<file path="src/rtl/load_store_unit.sv">
// Load/store stage: valid/ready request plus read-response handshake to data memory,
// store byte strobes, load lane extraction/extension. Optional: LSU_MISALIGN_TRAP_EN.
module load_store_unit #(
  parameter int unsigned TIMEOUT_CYCLES = 255
) (
  input  logic        clk,
  input  logic        reset,
  input  logic        req_valid,
  output logic        req_ready,
  input  logic        req_we,
  input  logic [2:0]  req_funct3,
  input  logic [31:0] req_addr,
  input  logic [31:0] req_wdata,
  output logic        mem_valid,
  input  logic        mem_ready,
  output logic        mem_we,
  output logic [31:0] mem_addr,
  output logic [3:0]  mem_wstrb,
  output logic [31:0] mem_wdata,
  input  logic        mem_rvalid,
  input  logic [31:0] mem_rdata,
  output logic [31:0] load_data,
  output logic        done,
  output logic        fault
);

  typedef enum logic [1:0] {IDLE, ISSUE, WAIT_R, DONE} state_t;

  state_t      state;
  logic [2:0]  f3_q;
  logic [1:0]  off_q;
  logic [15:0] wait_cnt;

  logic        req_bad;
  logic [3:0]  req_strb;
  logic [31:0] req_wd;
  logic [7:0]  rd_byte;
  logic [15:0] rd_half;
  logic [31:0] rd_ext;
  logic        timed_out;

  assign req_ready = (state == IDLE);
  assign mem_valid = (state == ISSUE);

  // NOTE: every always_comb output gets a default first so no path leaves it unassigned (no latch).
  always_comb begin
    req_bad  = 1'b0;
    req_strb = 4'b1111;
    req_wd   = req_wdata;
    case (req_funct3)
      3'b000, 3'b100: begin
        req_strb = 4'b0001 << req_addr[1:0];
        req_wd   = {4{req_wdata[7:0]}};
      end
      3'b001, 3'b101: begin
        req_strb = req_addr[1] ? 4'b1100 : 4'b0011;
        req_wd   = {2{req_wdata[15:0]}};
`ifdef LSU_MISALIGN_TRAP_EN
        req_bad  = req_addr[0];
`endif
      end
      3'b010: begin
`ifdef LSU_MISALIGN_TRAP_EN
        req_bad  = |req_addr[1:0];
`endif
      end
      default: req_bad = 1'b1;
    endcase
    // Stores have no unsigned variants.
    if (req_we && req_funct3[2]) req_bad = 1'b1;
    if (!req_we) req_strb = 4'b0000;
  end

  // Misaligned halfword/word accesses fall onto the aligned lane because only
  // off_q[1] selects the half and words ignore the offset entirely.
  always_comb begin
    rd_byte = 8'(mem_rdata >> {off_q, 3'b000});
    rd_half = 16'(mem_rdata >> {off_q[1], 4'b0000});
    case (f3_q)
      3'b000:  rd_ext = {{24{rd_byte[7]}}, rd_byte};
      3'b100:  rd_ext = {24'h000000, rd_byte};
      3'b001:  rd_ext = {{16{rd_half[15]}}, rd_half};
      3'b101:  rd_ext = {16'h0000, rd_half};
      default: rd_ext = mem_rdata;
    endcase
  end

  // wait_cnt holds the number of waiting cycles already spent, so the current one is wait_cnt+1.
  assign timed_out = ({1'b0, wait_cnt} + 17'd1) >= 17'(TIMEOUT_CYCLES);

  // NOTE: state and registered outputs use non-blocking assignments so all flops update together.
  always_ff @(posedge clk) begin
    if (reset) begin
      state     <= IDLE;
      mem_we    <= 1'b0;
      mem_addr  <= '0;
      mem_wstrb <= '0;
      mem_wdata <= '0;
      load_data <= '0;
      done      <= 1'b0;
      fault     <= 1'b0;
      f3_q      <= '0;
      off_q     <= '0;
      wait_cnt  <= '0;
    end else begin
      done  <= 1'b0;
      fault <= 1'b0;
      case (state)
        IDLE: begin
          if (req_valid) begin
            if (req_bad) begin
              state <= DONE;
              done  <= 1'b1;
              fault <= 1'b1;
            end else begin
              state     <= ISSUE;
              mem_we    <= req_we;
              mem_addr  <= {req_addr[31:2], 2'b00};
              mem_wstrb <= req_strb;
              mem_wdata <= req_wd;
              f3_q      <= req_funct3;
              off_q     <= req_addr[1:0];
              wait_cnt  <= '0;
            end
          end
        end
        ISSUE: begin
          wait_cnt <= wait_cnt + 16'd1;
          if (mem_ready && mem_we) begin
            state <= DONE;
            done  <= 1'b1;
          end else if (timed_out) begin
            state <= DONE;
            done  <= 1'b1;
            fault <= 1'b1;
          end else if (mem_ready) begin
            state <= WAIT_R;
          end
        end
        WAIT_R: begin
          wait_cnt <= wait_cnt + 16'd1;
          if (mem_rvalid) begin
            load_data <= rd_ext;
            state     <= DONE;
            done      <= 1'b1;
          end else if (timed_out) begin
            state <= DONE;
            done  <= 1'b1;
            fault <= 1'b1;
          end
        end
        default: state <= IDLE;
      endcase
    end
  end

endmodule

</file>
<file path="config.mk">
export PLATFORM = sky130hd
export DESIGN_NAME = load_store_unit
export DESIGN_NICKNAME = d
export VERILOG_FILES = /design/src/rtl/load_store_unit.sv
export SDC_FILE = /design/constraint.sdc
export NUM_CORES = 1
export LEC_CHECK = 0
export CAP_MARGIN = 0
export CORE_MARGIN = 1
export CORE_UTILIZATION = 40
export CTS_CLUSTER_DIAMETER = 50
export DETAILED_ROUTE_END_ITERATION = 12
export GPL_TIMING_DRIVEN = 0
export PLACE_DENSITY = 0.7
export REMOVE_ABC_BUFFERS = 1
export SYNTH_ARGS = -nofsm -noshare
export SYNTH_HDL_FRONTEND = slang
export SYNTH_SLANG_ARGS = --single-unit
</file>
<file path="constraint.sdc">
create_clock -name clk -period 3 [get_ports clk]
set_clock_uncertainty 0.15 [all_clocks]
set_input_delay 0.6 -clock clk [delete_from_list [all_inputs] [get_ports clk]]
set_output_delay 0.6 -clock clk [all_outputs]
set_load 0.05 [all_outputs]
</file>
# Word level (Yosys, flattened, before mapping)
# Index checks and enable logic that the tools add are counted.
[totals] reg_bits=124 input_bits=105 out_inout_bits=105 elab_cells=72
[op_classes] n_addsub=2 magnitude_cmp=1 eq_ne=13 shift=3 n_mux=27 n_bitwise=1 reduce_logical=14
[ops] operator="$pmux 32 s4" n=1
[ops] operator="$pmux 32 s2" n=1
[ops] operator="$mux 16" n=2
[ops] operator="$pmux 16 s2" n=1
[ops] operator="$shr 32x5->16" n=1
[ops] operator="$shr 32x5->8" n=1
[ops] operator="$add 16x1->17 const B" n=1
[ops] operator="$ge 17x8->1 const B" n=1
[ops] operator="$add 16x1->16 const B" n=1
[ops] operator="$mux 2" n=7
[ops] operator="$eq 3x3->1 const B" n=4
[ops] operator="$mux 1" n=9
[ops] operator="$reduce_and 3->1" n=3
[ops] operator="$mux 4" n=2
[ops] operator="$pmux 4 s2" n=1
[ops] operator="$eq 3x1->1 const B" n=2
[ops] operator="$logic_not 3->1" n=2
[ops] operator="$pmux 1 s3" n=2
[ops] operator="$pmux 2 s3" n=1
[ops] operator="$reduce_or 2->1" n=3
[ops] operator="$reduce_or 5->1" n=1
[ops] operator="$ne 2x2->1 const B" n=2
[ops] operator="$ne 4x1->1 const B" n=1
[ops] operator="$shl 1x2->4 const A" n=1
[ops] operator="9 further kinds" n=10

# Depth between registers and ports, before layout
[depth] ltp_word=7 ltp_mapped=9 depth_no_buf=7

# Worst setup path before layout
# OpenSTA, ideal clock, no wires.
[synth_timing] path_kind="register to register" startpoint="register wait_cnt[0]" endpoint="register state[1]" setup_time_ps=121 arrival_ps=2142 required_time_ps=2729 path_slack_ps=587 path_stages_with_launch=8 path_buffers=0 period_less_slack_ps=2413 cell_sequence="dfxtp_1 ha_1 nand3_1 or2_2 xor2_1 o2111ai_4 o31ai_4 mux2_4"
[synth_between] elab_chain_len=5 elab_cells_between_ends=8 classes_between="add/sub (1); order compare (1); eq/ne (2); mux (3); reduce/logical (1)"
[synth_rtl] item="start, declared" line_no="32" rtl="logic [15:0] wait_cnt;"
[synth_rtl] item="start signal, assigned" line_no="128" rtl="wait_cnt <= wait_cnt + 16'd1;"
[synth_rtl] item="start signal, assigned" line_no="141" rtl="wait_cnt <= wait_cnt + 16'd1;"
[synth_rtl] item="$add 16x1->17 *" line_no="89" rtl="assign timed_out = ({1'b0, wait_cnt} + 17'd1) >= 17'(TIMEOUT_CYCLES);"
[synth_rtl] item="$ge 17x8->1 *" line_no="89"
[synth_rtl] item="$mux 2" line_no="132" rtl="end else if (timed_out) begin"
[synth_rtl] item="$mux 2" line_no="129" rtl="if (mem_ready && mem_we) begin"
[synth_rtl] item="$pmux 2 s3" line_no="108" rtl="case (state)"
[synth_rtl] item="end signal, assigned" line_no="112" rtl="state <= DONE;"
[synth_rtl] item="end signal, assigned" line_no="130" rtl="state <= DONE;"
[synth_rtl] item="end signal, assigned" line_no="133" rtl="state <= DONE;"
[synth_rtl] item="end, declared" line_no="29" rtl="state_t state;"
# Every way passes the cells marked *; elsewhere a longest branch is shown, timed or not.
# A chain may end at the register's enable or synchronous reset.

# Worst setup path in the final report
[layout_timing] startpoint="register off_q[1]" endpoint="register load_data[30]"
[layout_between] elab_chain_len=2 elab_cells_between_ends=3 classes_between="shift (2); mux (1)"
[layout_rtl] item="start, declared" line_no="31" rtl="logic [1:0] off_q;"
[layout_rtl] item="start signal, assigned" line_no="122" rtl="off_q <= req_addr[1:0];"
[layout_rtl] item="$shr 32x5->16 or $shr 32x5->8 (tied branches)" line_no="78, 77"
[layout_rtl] item="$pmux 32 s4 *" line_no="79" rtl="case (f3_q)"
[layout_rtl] item="end signal, assigned" line_no="143" rtl="load_data <= rd_ext;"
[layout_rtl] item="end, declared" line_no="22" rtl="output logic [31:0] load_data,"
# Marks and branches as above.

==> run_results.csv <==
group,metric,value,unit
run_status,outcome,"completed",
sta,setup_violations,0,
setup_path,critPathSlowestCell,"dfxtp_1",
hold_path,holdCritPathClass,"register to register",
cells_and_area,fin_area,0.00868,mm²
sta,rsz0062_at_grt,"false",
cells_and_area,drive_above_1_share,0.0622,
floorplanning,rows,43,
yosys,synthFlopType,"dfxtp_1",
setup_path,path_common_cell,"a211oi_1",
sta,drv_slew,0,
cts,clkTransAtPathRegs,0.06,ns
power_and_ir_drop,total_power,0.00641,W
yosys,syn_avg_cell_area,7.71,µm²
setup_path,path_buf_inv,0,
floorplanning,start_util,0.417,
sta,relSlewSlack,0.0898,
yosys,ys_seq_area_frac,0.422,
cts,cts_htree_levels,4,
global_route,grt_use_total,0.233,
global_route,grt_start_max_net_pins,70,
sta,hold_violations,0,
place,dp_hpwl,11.7,mm
cells_and_area,final_util,0.616,
cts,clk_latency,0.41,ns
floorplanning,die_height,123,µm
yosys,yosys_register_bits,124,
power_and_ir_drop,switching_share,0.376,
power_and_ir_drop,p_leak,3.04,nW
yosys,yosysWarnings,0,
cells_and_area,area_delta_synth_final,47.5,%
cts,cts_root_buffer,"clkbuf_16",
cells_and_area,final_nets,1046,
place,place.gp.congestion,0.815,
drt,drtPass1Iterations,4,
floorplanning,die-area,0.0152,mm²
setup_path,crit_type,"register to register",
cts,cts_inserted_buffers,17,
cts,cts_tree,"yes",
floorplanning,io_pins,210,
cells_and_area,final_cell_mix,"203 x clkdlybuf4s50_1, 176 x nand2_1, 124 x dfxtp_1",
drt,drcViolationCount,0,
global_route,grt_pass1_wl,27.4,mm
setup_path,path_max_fanout,27,
yosys,synth.distinct_cells,61,
global_route,grt_overflow_total,0,
cells_and_area,stdcell_count,1128,
drt,final_antenna_net_count,0,
place,dp.cells,1094,
setup_path,cp.arrival,2.93,ns
cells_and_area,antenna_cells,0,
yosys,synth_edf_count,0,
power_and_ir_drop,switchingPower,0.00241,W
yosys,syn_inst,763,
place,port_buffers,207,
drt,drtIter0Drc,366,
floorplanning,fp.dieW,123,µm
setup_path,critPathTopFamily,"flip-flops",
setup_path,critPathLaunchType,"register",
floorplanning,coreArea,0.0141,mm²
cells_and_area,mostFrequentLayoutCell,"clkdlybuf4s50_1",
drt,viasPerCell,5.22,
power_and_ir_drop,vdd_ir_drop_max,0.404,mV
power_and_ir_drop,p_int,0.00400,W
yosys,syn_area,0.00588,mm²
sta,whs,0.301,ns
cts,cts_buffer_depth,2,
power_and_ir_drop,clockPowerShare,0.331,
yosys,synthArstFlopShare,0,
global_route,antenna_found_initial,1,
sta,tightestPinTransition,1.36,ns
power_and_ir_drop,seqPwrFrac,0.314,
power_and_ir_drop,power_density,738,mW/mm²
cts,cts.sinks,124,
global_route,grt_pass1_vias,5343,
drt,vias,5890,
job,maxCapViolations,0,
drt,wl_per_cell,15.3,µm
setup_path,worstPathRequired,3.10,ns
sta,min_period_over_period,0.945,
drt,wl,17.3,mm
place,place_area,0.00805,mm²
sta,fmax,0.353,GHz
setup_path,path_cells,"mux2_1 -> nor2_1 -> a211o_1 -> a211oi_1 -> nor2_2 -> a211oi_1",
sta,period_needed,2.83,ns
power_and_ir_drop,p_comb_frac,0.355,
setup_path,max_stage_delay,0.90,ns
setup_path,end_kind,"register",
synth_stat cells (all sizes together) (2+ instances only):
cell type | number | area [µm²]
nor2 | 77 | 299
a211o | 2 | 17.5
nand3 | 7 | 40.0
dfxtp | 124 | 2480
xnor2 | 4 | 35.0
inv | 18 | 67.6
nand3b | 4 | 30.0
or4 | 4 | 30.0
a22oi | 7 | 52.6
nand2 | 176 | 661
a211oi | 31 | 233
nand2b | 4 | 25.0
a21oi | 88 | 440
nand4 | 7 | 50.1
clkbuf | 47 | 176
o31a | 5 | 43.8
o221ai | 7 | 61.3
ha | 6 | 75.1
a311oi | 8 | 70.1
o211ai | 8 | 60.1
nor3 | 13 | 70.1
o31ai | 2 | 28.8
nor2b | 3 | 18.8
or3 | 2 | 17.5
buf | 16 | 82.6
o21ai | 37 | 185
xor2 | 2 | 17.5
a31oi | 3 | 18.8
mux2 | 4 | 48.8
a21o | 8 | 60.1
or2 | 2 | 12.5
o211a | 2 | 20.0
nor3b | 2 | 15.0
nor4 | 3 | 18.8
mux2i | 17 | 170
o2111ai | 2 | 35.0
through the flow:
| step | setup slack [ns] | TNS [ns] |
|---|---|---|
| finish | 0.166 | 0 |
| detailed placement | -0.862 | -52.54 |
| global route | 0.00921 | 0 |
| CTS | 0.107 | 0 |
| floorplan | -1.47 | -94.49 |
| global placement | -4.71 | -422.83 |
metal layers:
| layer | part of all wire | GRT usage |
|---|---|---|
| met1 | 0.44 | 0.294 |
| met5 | 0 | 0 |
| met4 | 0.0059 | 0.0625 |
| met3 | 0.096 | 0.102 |
| met2 | 0.46 | 0.358 |
cells by family after synthesis:
logic type                 Yosys count  share of synthesized area
adders and majority gates            6                     0.0128
xor gates and xnor gates             6                    0.00893
and+or+nand+nor                    306                      0.221
DFF                                124                      0.422
buffers and inverters               82                     0.0561
AOI/OAI and AO/OA                  217                      0.241
muxes                               21                     0.0372
other                                1                   0.000637
path summary, 6_finish.rpt:
| path | from | endpoint | slack, ns | depth (start not counted) |
|---|---|---|---|---|
| worst min-delay path | load_data[0]$_SDFFE_PP0P_ | load_data[0]$_SDFFE_PP0P_ | 0.30 | 2 |
| worst max register to register | off_q[1]$_SDFFE_PP0P_ | load_data[30]$_SDFFE_PP0P_ | 0.17 | 6 |
| worst max-delay path | off_q[1]$_SDFFE_PP0P_ | load_data[30]$_SDFFE_PP0P_ | 0.17 | 6 |
| worst min register to register | load_data[0]$_SDFFE_PP0P_ | load_data[0]$_SDFFE_PP0P_ | 0.30 | 2 |
timing repair:
item,CTS,global route
setup endpoints to repair,85,1
hold buffers,0,0
pin swaps,1,0
gates resized for setup,2,1
setup buffers,2,0
power groups by stage:
stage | logic, W | clock network [W] | registers, W
after floorplan | 0.000767 | 0 | 0.00269
after global placement | 0.00225 | 0 | 0.00204
after detailed placement | 0.00227 | 0 | 0.00205
after CTS | 0.00229 | 0.00216 | 0.00201
after global routing | 0.00245 | 0.00224 | 0.00204
final | 0.00228 | 0.00212 | 0.00201
final cells by class:
cell class | instances | area, µm²
clock buffers | 17 | 425
clock inverters | 15 | 188
fillers | 1284 | 5420
inverters | 19 | 71.3
multi-input cells | 558 | 3090
flip-flops and latches | 124 | 2480
well taps | 180 | 225
repair buffers | 215 | 2200
registers in the layout (all words and copies together), names as in the netlist:
name	count
state	2
mem_wstrb	4
mem_wdata	32
mem_addr	30
f3_q	3
done	1
wait_cnt	16
fault	1
mem_we	1
off_q	2
load_data	32
worst register-to-register path: stages (launching register included):
cell and delay (ns):
dfxtp_1 0.90, mux2_1 0.41, nor2_1 0.10, a211o_1 0.18, a211oi_1 0.11, nor2_2 0.64, a211oi_1 0.18
No activity file was read; power rests on OpenSTA's default activity.
